[src/rtl/musa_pkg.sv]
// Shared MUSA definitions: flag codes, datapath widths and the EX/MEM payload bundle.
package musa_pkg;

    localparam int MUSA_DATA_W = 32;
    localparam int MUSA_REG_AW = 5;
    localparam int MUSA_FLAG_W = 3;

    typedef enum logic [MUSA_FLAG_W-1:0] {
        FLAG_NOT_ACTIVED = 3'd0,
        FLAG_EQUAL       = 3'd1,
        FLAG_EXCEPTION   = 3'd2,
        FLAG_OVERFLOW    = 3'd3,
        FLAG_UNDERFLOW   = 3'd4,
        FLAG_ABOVE       = 3'd5
    } flag_code_e;

    typedef struct packed {
        logic [MUSA_DATA_W-1:0] result;
        logic [MUSA_DATA_W-1:0] store_data;
        logic [MUSA_REG_AW-1:0] rd_addr;
        logic                   reg_write;
        logic                   mem_read;
        logic                   mem_write;
    } ex_mem_payload_t;

    localparam int PAYLOAD_W = $bits(ex_mem_payload_t);

endpackage

[src/rtl/skid_buffer.sv]
// Two-entry valid/ready skid buffer: main entry drives the output, skid entry absorbs
// one beat of backpressure so in_ready can be a registered signal.
module skid_buffer #(
    parameter int WIDTH = 8
) (
    input  logic             clk,
    input  logic             reset,
    input  logic             flush,
    input  logic             in_valid,
    output logic             in_ready,
    input  logic [WIDTH-1:0] in_data,
    output logic             out_valid,
    input  logic             out_ready,
    output logic [WIDTH-1:0] out_data
);

    logic             main_valid_q, main_valid_d;
    logic             skid_valid_q, skid_valid_d;
    logic [WIDTH-1:0] main_data_q, main_data_d;
    logic [WIDTH-1:0] skid_data_q, skid_data_d;
    logic             in_ready_q, in_ready_d;
    logic             accept;
    logic             deliver;

    always_comb begin
        accept       = in_valid & in_ready_q;
        deliver      = main_valid_q & out_ready;
        main_valid_d = main_valid_q;
        skid_valid_d = skid_valid_q;
        main_data_d  = main_data_q;
        skid_data_d  = skid_data_q;
        if (flush) begin
            main_valid_d = 1'b0;
            skid_valid_d = 1'b0;
        end else if (deliver) begin
            // A full buffer never accepts, so skid promotion and refill are exclusive.
            if (skid_valid_q) begin
                main_data_d  = skid_data_q;
                skid_valid_d = 1'b0;
            end else if (accept) begin
                main_data_d = in_data;
            end else begin
                main_valid_d = 1'b0;
            end
        end else if (accept) begin
            if (main_valid_q) begin
                skid_valid_d = 1'b1;
                skid_data_d  = in_data;
            end else begin
                main_valid_d = 1'b1;
                main_data_d  = in_data;
            end
        end
        in_ready_d = !skid_valid_d;
    end

    always_ff @(posedge clk) begin
        if (reset) begin
            main_valid_q <= 1'b0;
            skid_valid_q <= 1'b0;
            main_data_q  <= '0;
            skid_data_q  <= '0;
            in_ready_q   <= 1'b1;
        end else begin
            main_valid_q <= main_valid_d;
            skid_valid_q <= skid_valid_d;
            main_data_q  <= main_data_d;
            skid_data_q  <= skid_data_d;
            in_ready_q   <= in_ready_d;
        end
    end

    assign in_ready  = in_ready_q;
    assign out_valid = main_valid_q;
    assign out_data  = main_data_q;

endmodule

[src/rtl/ex_mem_stage.sv]
// EX/MEM boundary: payload skid buffer, architectural flag register, BRFL resolution and
// sticky exception. Define EX_MEM_PERF_CNT_EN to add the stall_cnt output.
module ex_mem_stage
    import musa_pkg::*;
#(
    parameter int DATA_W = MUSA_DATA_W,
    parameter int REG_AW = MUSA_REG_AW,
    parameter int FLAG_W = MUSA_FLAG_W
) (
    input  logic              clk,
    input  logic              reset,
    input  logic              in_valid,
    output logic              in_ready,
    input  logic [DATA_W-1:0] alu_result,
    input  logic [FLAG_W-1:0] alu_flag,
    input  logic              flag_we,
    input  logic [DATA_W-1:0] store_data,
    input  logic [REG_AW-1:0] rd_addr,
    input  logic              reg_write,
    input  logic              mem_read,
    input  logic              mem_write,
    input  logic              is_brfl,
    input  logic [FLAG_W-1:0] brfl_cond,
    input  logic [DATA_W-1:0] brfl_target,
    input  logic              flush,
    input  logic              exc_clear,
    output logic              out_valid,
    input  logic              out_ready,
    output logic [DATA_W-1:0] out_result,
    output logic [DATA_W-1:0] out_store_data,
    output logic [REG_AW-1:0] out_rd_addr,
    output logic              out_reg_write,
    output logic              out_mem_read,
    output logic              out_mem_write,
    output logic [FLAG_W-1:0] flag_q,
    output logic              branch_taken,
    output logic [DATA_W-1:0] branch_target,
    output logic              exc_pending
`ifdef EX_MEM_PERF_CNT_EN
    ,
    output logic [31:0]       stall_cnt
`endif
);

    ex_mem_payload_t   in_payload;
    ex_mem_payload_t   out_payload;
    logic              beat_commit;
    logic [FLAG_W-1:0] flag_d;
    logic              branch_taken_q, branch_taken_d;
    logic [DATA_W-1:0] branch_target_q, branch_target_d;
    logic              exc_pending_q, exc_pending_d;

    always_comb begin
        in_payload.result     = alu_result;
        in_payload.store_data = store_data;
        in_payload.rd_addr    = rd_addr;
        in_payload.reg_write  = reg_write;
        in_payload.mem_read   = mem_read;
        in_payload.mem_write  = mem_write;
    end

    skid_buffer #(
        .WIDTH(PAYLOAD_W)
    ) u_skid_buffer (
        .clk      (clk),
        .reset    (reset),
        .flush    (flush),
        .in_valid (in_valid),
        .in_ready (in_ready),
        .in_data  (in_payload),
        .out_valid(out_valid),
        .out_ready(out_ready),
        .out_data (out_payload)
    );

    assign out_result     = out_payload.result;
    assign out_store_data = out_payload.store_data;
    assign out_rd_addr    = out_payload.rd_addr;
    assign out_reg_write  = out_payload.reg_write;
    assign out_mem_read   = out_payload.mem_read;
    assign out_mem_write  = out_payload.mem_write;

    // A beat handshaken during a flush is swallowed with no architectural side effects.
    always_comb begin
        beat_commit     = in_valid & in_ready & !flush;
        flag_d          = flag_q;
        branch_taken_d  = 1'b0;
        branch_target_d = branch_target_q;
        exc_pending_d   = exc_pending_q;
        if (beat_commit && flag_we) begin
            flag_d = alu_flag;
        end
        if (beat_commit && is_brfl && (flag_q == brfl_cond)) begin
            branch_taken_d  = 1'b1;
            branch_target_d = brfl_target;
        end
        if (beat_commit && (alu_flag == FLAG_EXCEPTION)) begin
            exc_pending_d = 1'b1;
        end else if (exc_clear) begin
            exc_pending_d = 1'b0;
        end
    end

    always_ff @(posedge clk) begin
        if (reset) begin
            flag_q          <= FLAG_NOT_ACTIVED;
            branch_taken_q  <= 1'b0;
            branch_target_q <= '0;
            exc_pending_q   <= 1'b0;
        end else begin
            flag_q          <= flag_d;
            branch_taken_q  <= branch_taken_d;
            branch_target_q <= branch_target_d;
            exc_pending_q   <= exc_pending_d;
        end
    end

    assign branch_taken  = branch_taken_q;
    assign branch_target = branch_target_q;
    assign exc_pending   = exc_pending_q;

`ifdef EX_MEM_PERF_CNT_EN
    logic [31:0] stall_cnt_q, stall_cnt_d;

    always_comb begin
        stall_cnt_d = stall_cnt_q;
        if (out_valid && !out_ready && (stall_cnt_q != 32'hFFFF_FFFF)) begin
            stall_cnt_d = stall_cnt_q + 32'd1;
        end
    end

    always_ff @(posedge clk) begin
        if (reset) begin
            stall_cnt_q <= '0;
        end else begin
            stall_cnt_q <= stall_cnt_d;
        end
    end

    assign stall_cnt = stall_cnt_q;
`endif

endmodule
[config.mk]
export PLATFORM = sky130hd
export DESIGN_NAME = ex_mem_stage
export DESIGN_NICKNAME = d
export VERILOG_FILES = /design/src/rtl/musa_pkg.sv /design/src/rtl/skid_buffer.sv /design/src/rtl/ex_mem_stage.sv
export SDC_FILE = /design/constraint.sdc
export NUM_CORES = 1
export LEC_CHECK = 0
export CAP_MARGIN = 20
export CORE_MARGIN = 2
export CORE_UTILIZATION = 25
export DETAILED_ROUTE_END_ITERATION = 10
export GPL_TIMING_DRIVEN = 0
export PLACE_DENSITY = 0.53
export SLEW_MARGIN = 15
export SYNTH_ARGS = -nofsm -noshare
export SYNTH_HDL_FRONTEND = slang
export SYNTH_SLANG_ARGS = --single-unit
[constraint.sdc]
create_clock -name clk -period 1.7 [get_ports clk]
set_input_delay 0.17 -clock clk [delete_from_list [all_inputs] [get_ports clk]]
set_output_delay 0.17 -clock clk [all_outputs]
set_load 0.01 [all_outputs]
==> results.json <==
{
  "reg2reg_from": "u_skid_buffer.in_ready",
  "whs_endpoint": "u_skid_buffer.out_valid",
  "final_cells": 1553,
  "clock.fmax_mhz": 622.1,
  "synth.distinct_cells": 31,
  "clk_pin_slew_ns": 0.07,
  "post-place-cells": 1514,
  "setup_viol": 0,
  "cts_tree": "done",
  "place.gp.congestion": 0.7681,
  "overflow": 0,
  "utilization_pct": 36.38,
  "rows": 66,
  "p_leak_nw": 4.367,
  "r2r_end": "u_skid_buffer.out_data[43]",
  "final_cell_mix": "225 x clkdlybuf4s50_1, 182 x dfxtp_1, 104 x mux2i_1, 76 x nand3_1, 75 x a21oi_1",
  "die_width_um": 186.2,
  "critPathCaptureType": "output pin",
  "grt_pass1_vias": 7358,
  "vias": 7478,
  "wl_mm": 29.19,
  "setup_slack_ns": 0.09257,
  "ys.warnings.count": 0,
  "syn-cell-area_mm2": 0.008299,
  "antenna_found_initial": 3,
  "die_h_um": 186.2,
  "grt_setup_unrepaired": "no",
  "rrSetupSlack_ns": 0.10,
  "pwr-share-seq_pct": 44.5,
  "initial_utilization_pct": 25.44,
  "viasPerCell": 4.815,
  "crit_type": "reg -> out",
  "critPathRequiredTime_ns": 1.53,
  "worstHoldStart": "in_valid",
  "grt_use_total_pct": 16.48,
  "drv_slew": 0,
  "worstSetupStartpointType": "flop",
  "cp_cell_sequence": "clkdlybuf4s50_1",
  "finClkSkew_ns": 0.01924,
  "placed_area_mm2": 0.01111,
  "cp_top_family": "buffers and inverters",
  "critPathBufInv": 1,
  "nNetsFinal": 1215,
  "clk_path_buf_depth": 2,
  "core_area_mm2": 0.03262,
  "port-buffer-count": 226,
  "cts_made_buffers": 17,
  "final_area_mm2": 0.01187,
  "dp_hpwl_mm": 20.49,
  "drtIter0Drc": 508,
  "n_fill_cell": 3305,
  "synth_ff_type": "dfxtp_1",
  "synth_seq_cells": 184,
  "hold_violations": 0,
  "async_flop_share_pct": 0,
  "grt_max_degree": 18,
  "synth_top_cell_by_area": "dfxtp_1",
  "synth.net_count": 964,
  "switching_share_pct": 27.21,
  "holdBufCountCts": 0,
  "max_stage_delay_ns": 0.58,
  "cap_viol_max_count": 0,
  "drive_gt1_share_pct": 15.23,
  "wl_per_cell_um": 18.80,
  "grt_first_pass_wirelength_mm": 43.30,
  "drc": 0,
  "cp.arrival_ns": 1.44,
  "clk_latency_ns": 0.45,
  "rr_worst_depth": 6,
  "slowest_stage": "clkdlybuf4s50_1",
  "synth_cells": 846,
  "tightest_slew_ns": 0.8836,
  "hp-class": "in -> reg",
  "cts_sinks": 184,
  "power_w": 0.01021,
  "p_int_w": 0.007431,
  "yosysSeqAreaShare_pct": 44.38,
  "clkPwrFrac_pct": 40.4,
  "min_period_over_period_pct": 94.55,
  "dpl_worst_slack_ns": -0.5176,
  "power_switching_w": 0.002778,
  "final_common_cell": "clkdlybuf4s50_1",
  "synthToLayoutAreaGrowth_pct": 42.97,
  "status": "finished, final reports clean",
  "synth_area_per_cell_um2": 9.810,
  "io_pins": 229,
  "synth_edf_count": 0,
  "drt_pass1_iterations": 5,
  "htree_levels": 4,
  "relSlewSlack_pct": 41.10,
  "p_comb_share_pct": 15.1,
  "hold_path_depth": 3,
  "synth_area_leaders": "dfxtp_1 44%, mux2i_1 13%, a211oi_2 11%",
  "final.min_clock_period_ns": 1.607,
  "die-area_mm2": 0.03467,
  "cp_max_fo": 3,
  "p_per_area_mw_per_mm2": 860.4,
  "antenna_left": 0,
  "yosysTopAreaCellShare_pct": 44.38,
  "clock-root-buffer": "clkbuf_16",
  "ir_drop_mv": 0.6407
}
-- worst max path at each step --
| stage | slack [ns] | start | cells after the start | to |
|---|---|---|---|---|
| final | 0.09 | flag_q[2] | 1 | flag_q[2] |
| after global routing | 0.002 | u_skid_buffer.in_ready | 6 | u_skid_buffer.out_data[43] |
| after CTS | -0.006 | u_skid_buffer.out_valid | 5 | u_skid_buffer.out_data[39] |
| after detailed placement | -0.52 | flush | 5 | branch_target[27] |
| after global placement | -0.50 | out_ready | 7 | u_skid_buffer.out_data[28] |
| after floorplan | 0.15 | u_skid_buffer.in_ready | 5 | branch_target[0] |
-- synth_stat cells, types with 15 or more instances --
cell type,count
nand3_1,76
a211oi_2,70
nand2b_1,66
buf_6,15
a31oi_1,73
dfxtp_1,184
o21ai_0,70
clkbuf_1,67
mux2i_1,104
a21oi_1,75
buf_2,16
-- cell families (layout without fill, tap and decap cells) --
logic type | after synthesis | count (layout) | share of synthesized area [%]
AO/OA/AOI/OAI | 296 | 296 | 25.54
XOR/XNOR | 3 | 3 | 0.3167
buffers and inverters | 103 | 366 | 6.302
flip-flops | 184 | 184 | 44.38
multiplexers | 104 | 104 | 12.54
other | 0 | 1 | 0
AND/OR/NAND/NOR | 156 | 157 | 10.92
-- through the flow --
stage               hold slack (ns)   TNS, ns
CTS                         0.08558  -0.01476
detailed placement           0.4625    -76.62
global placement             0.4575    -73.13
floorplan                    0.2493         0
global route                 0.1416         0
finish                       0.1146         0
-- metal layers --
metal	up-vias	share of wire, %	GRT usage (%)	routed length, µm
li1	3631	-	-	-
met1	3587	46	21.39	13390
met2	238	47	27.24	13620
met3	16	6.8	4.829	1975
met4	6	0.57	3.339	167
met5	-	0.14	0	41
-- registers in the layout, summed over array words and instances (netlist names) --
name,cells
branch_taken,1
branch_target,32
exc_pending,1
flag_q,3
u_skid_buffer.in_ready,1
u_skid_buffer.out_data,72
u_skid_buffer.out_valid,1
u_skid_buffer.skid_data_q,72
u_skid_buffer.skid_valid_q,1
-- what timing repair did --
action / in CTS / in global routing
endpoints found under the setup margin: 174 / 125
gates cloned: 0 / 3
buffers inserted: 3 / 2
pin swaps: 2 / 2
resized for setup: 30 / 24
-- power by group through the flow --
stage	registers, W	clock network [W]	logic [W]
finish	0.00454	0.00413	0.00154
global route	0.00456	0.00441	0.00165
CTS	0.00454	0.00426	0.00154
detailed placement	0.00464	0	0.00151
global placement	0.00464	0	0.00150
floorplan	0.00468	0	0.000652
-- layout make-up --
| class | instances | area (µm²) | area share, % |
|---|---|---|---|
| Antenna cell | 1 | 2.502 | 0.02109 |
| Buffer | 98 | 574.3 | 4.840 |
| Clock buffer | 18 | 429.2 | 3.617 |
| Clock inverter | 14 | 158.9 | 1.339 |
| Inverter | 3 | 15.01 | 0.1265 |
| Multi-Input combinational cell | 560 | 4105 | 34.60 |
| Sequential cell | 184 | 3686 | 31.07 |
| Tap cell | 442 | 553.0 | 4.661 |
| Timing Repair Buffer | 233 | 2341 | 19.73 |
Note: power is estimated with default switching activity, not from simulation.
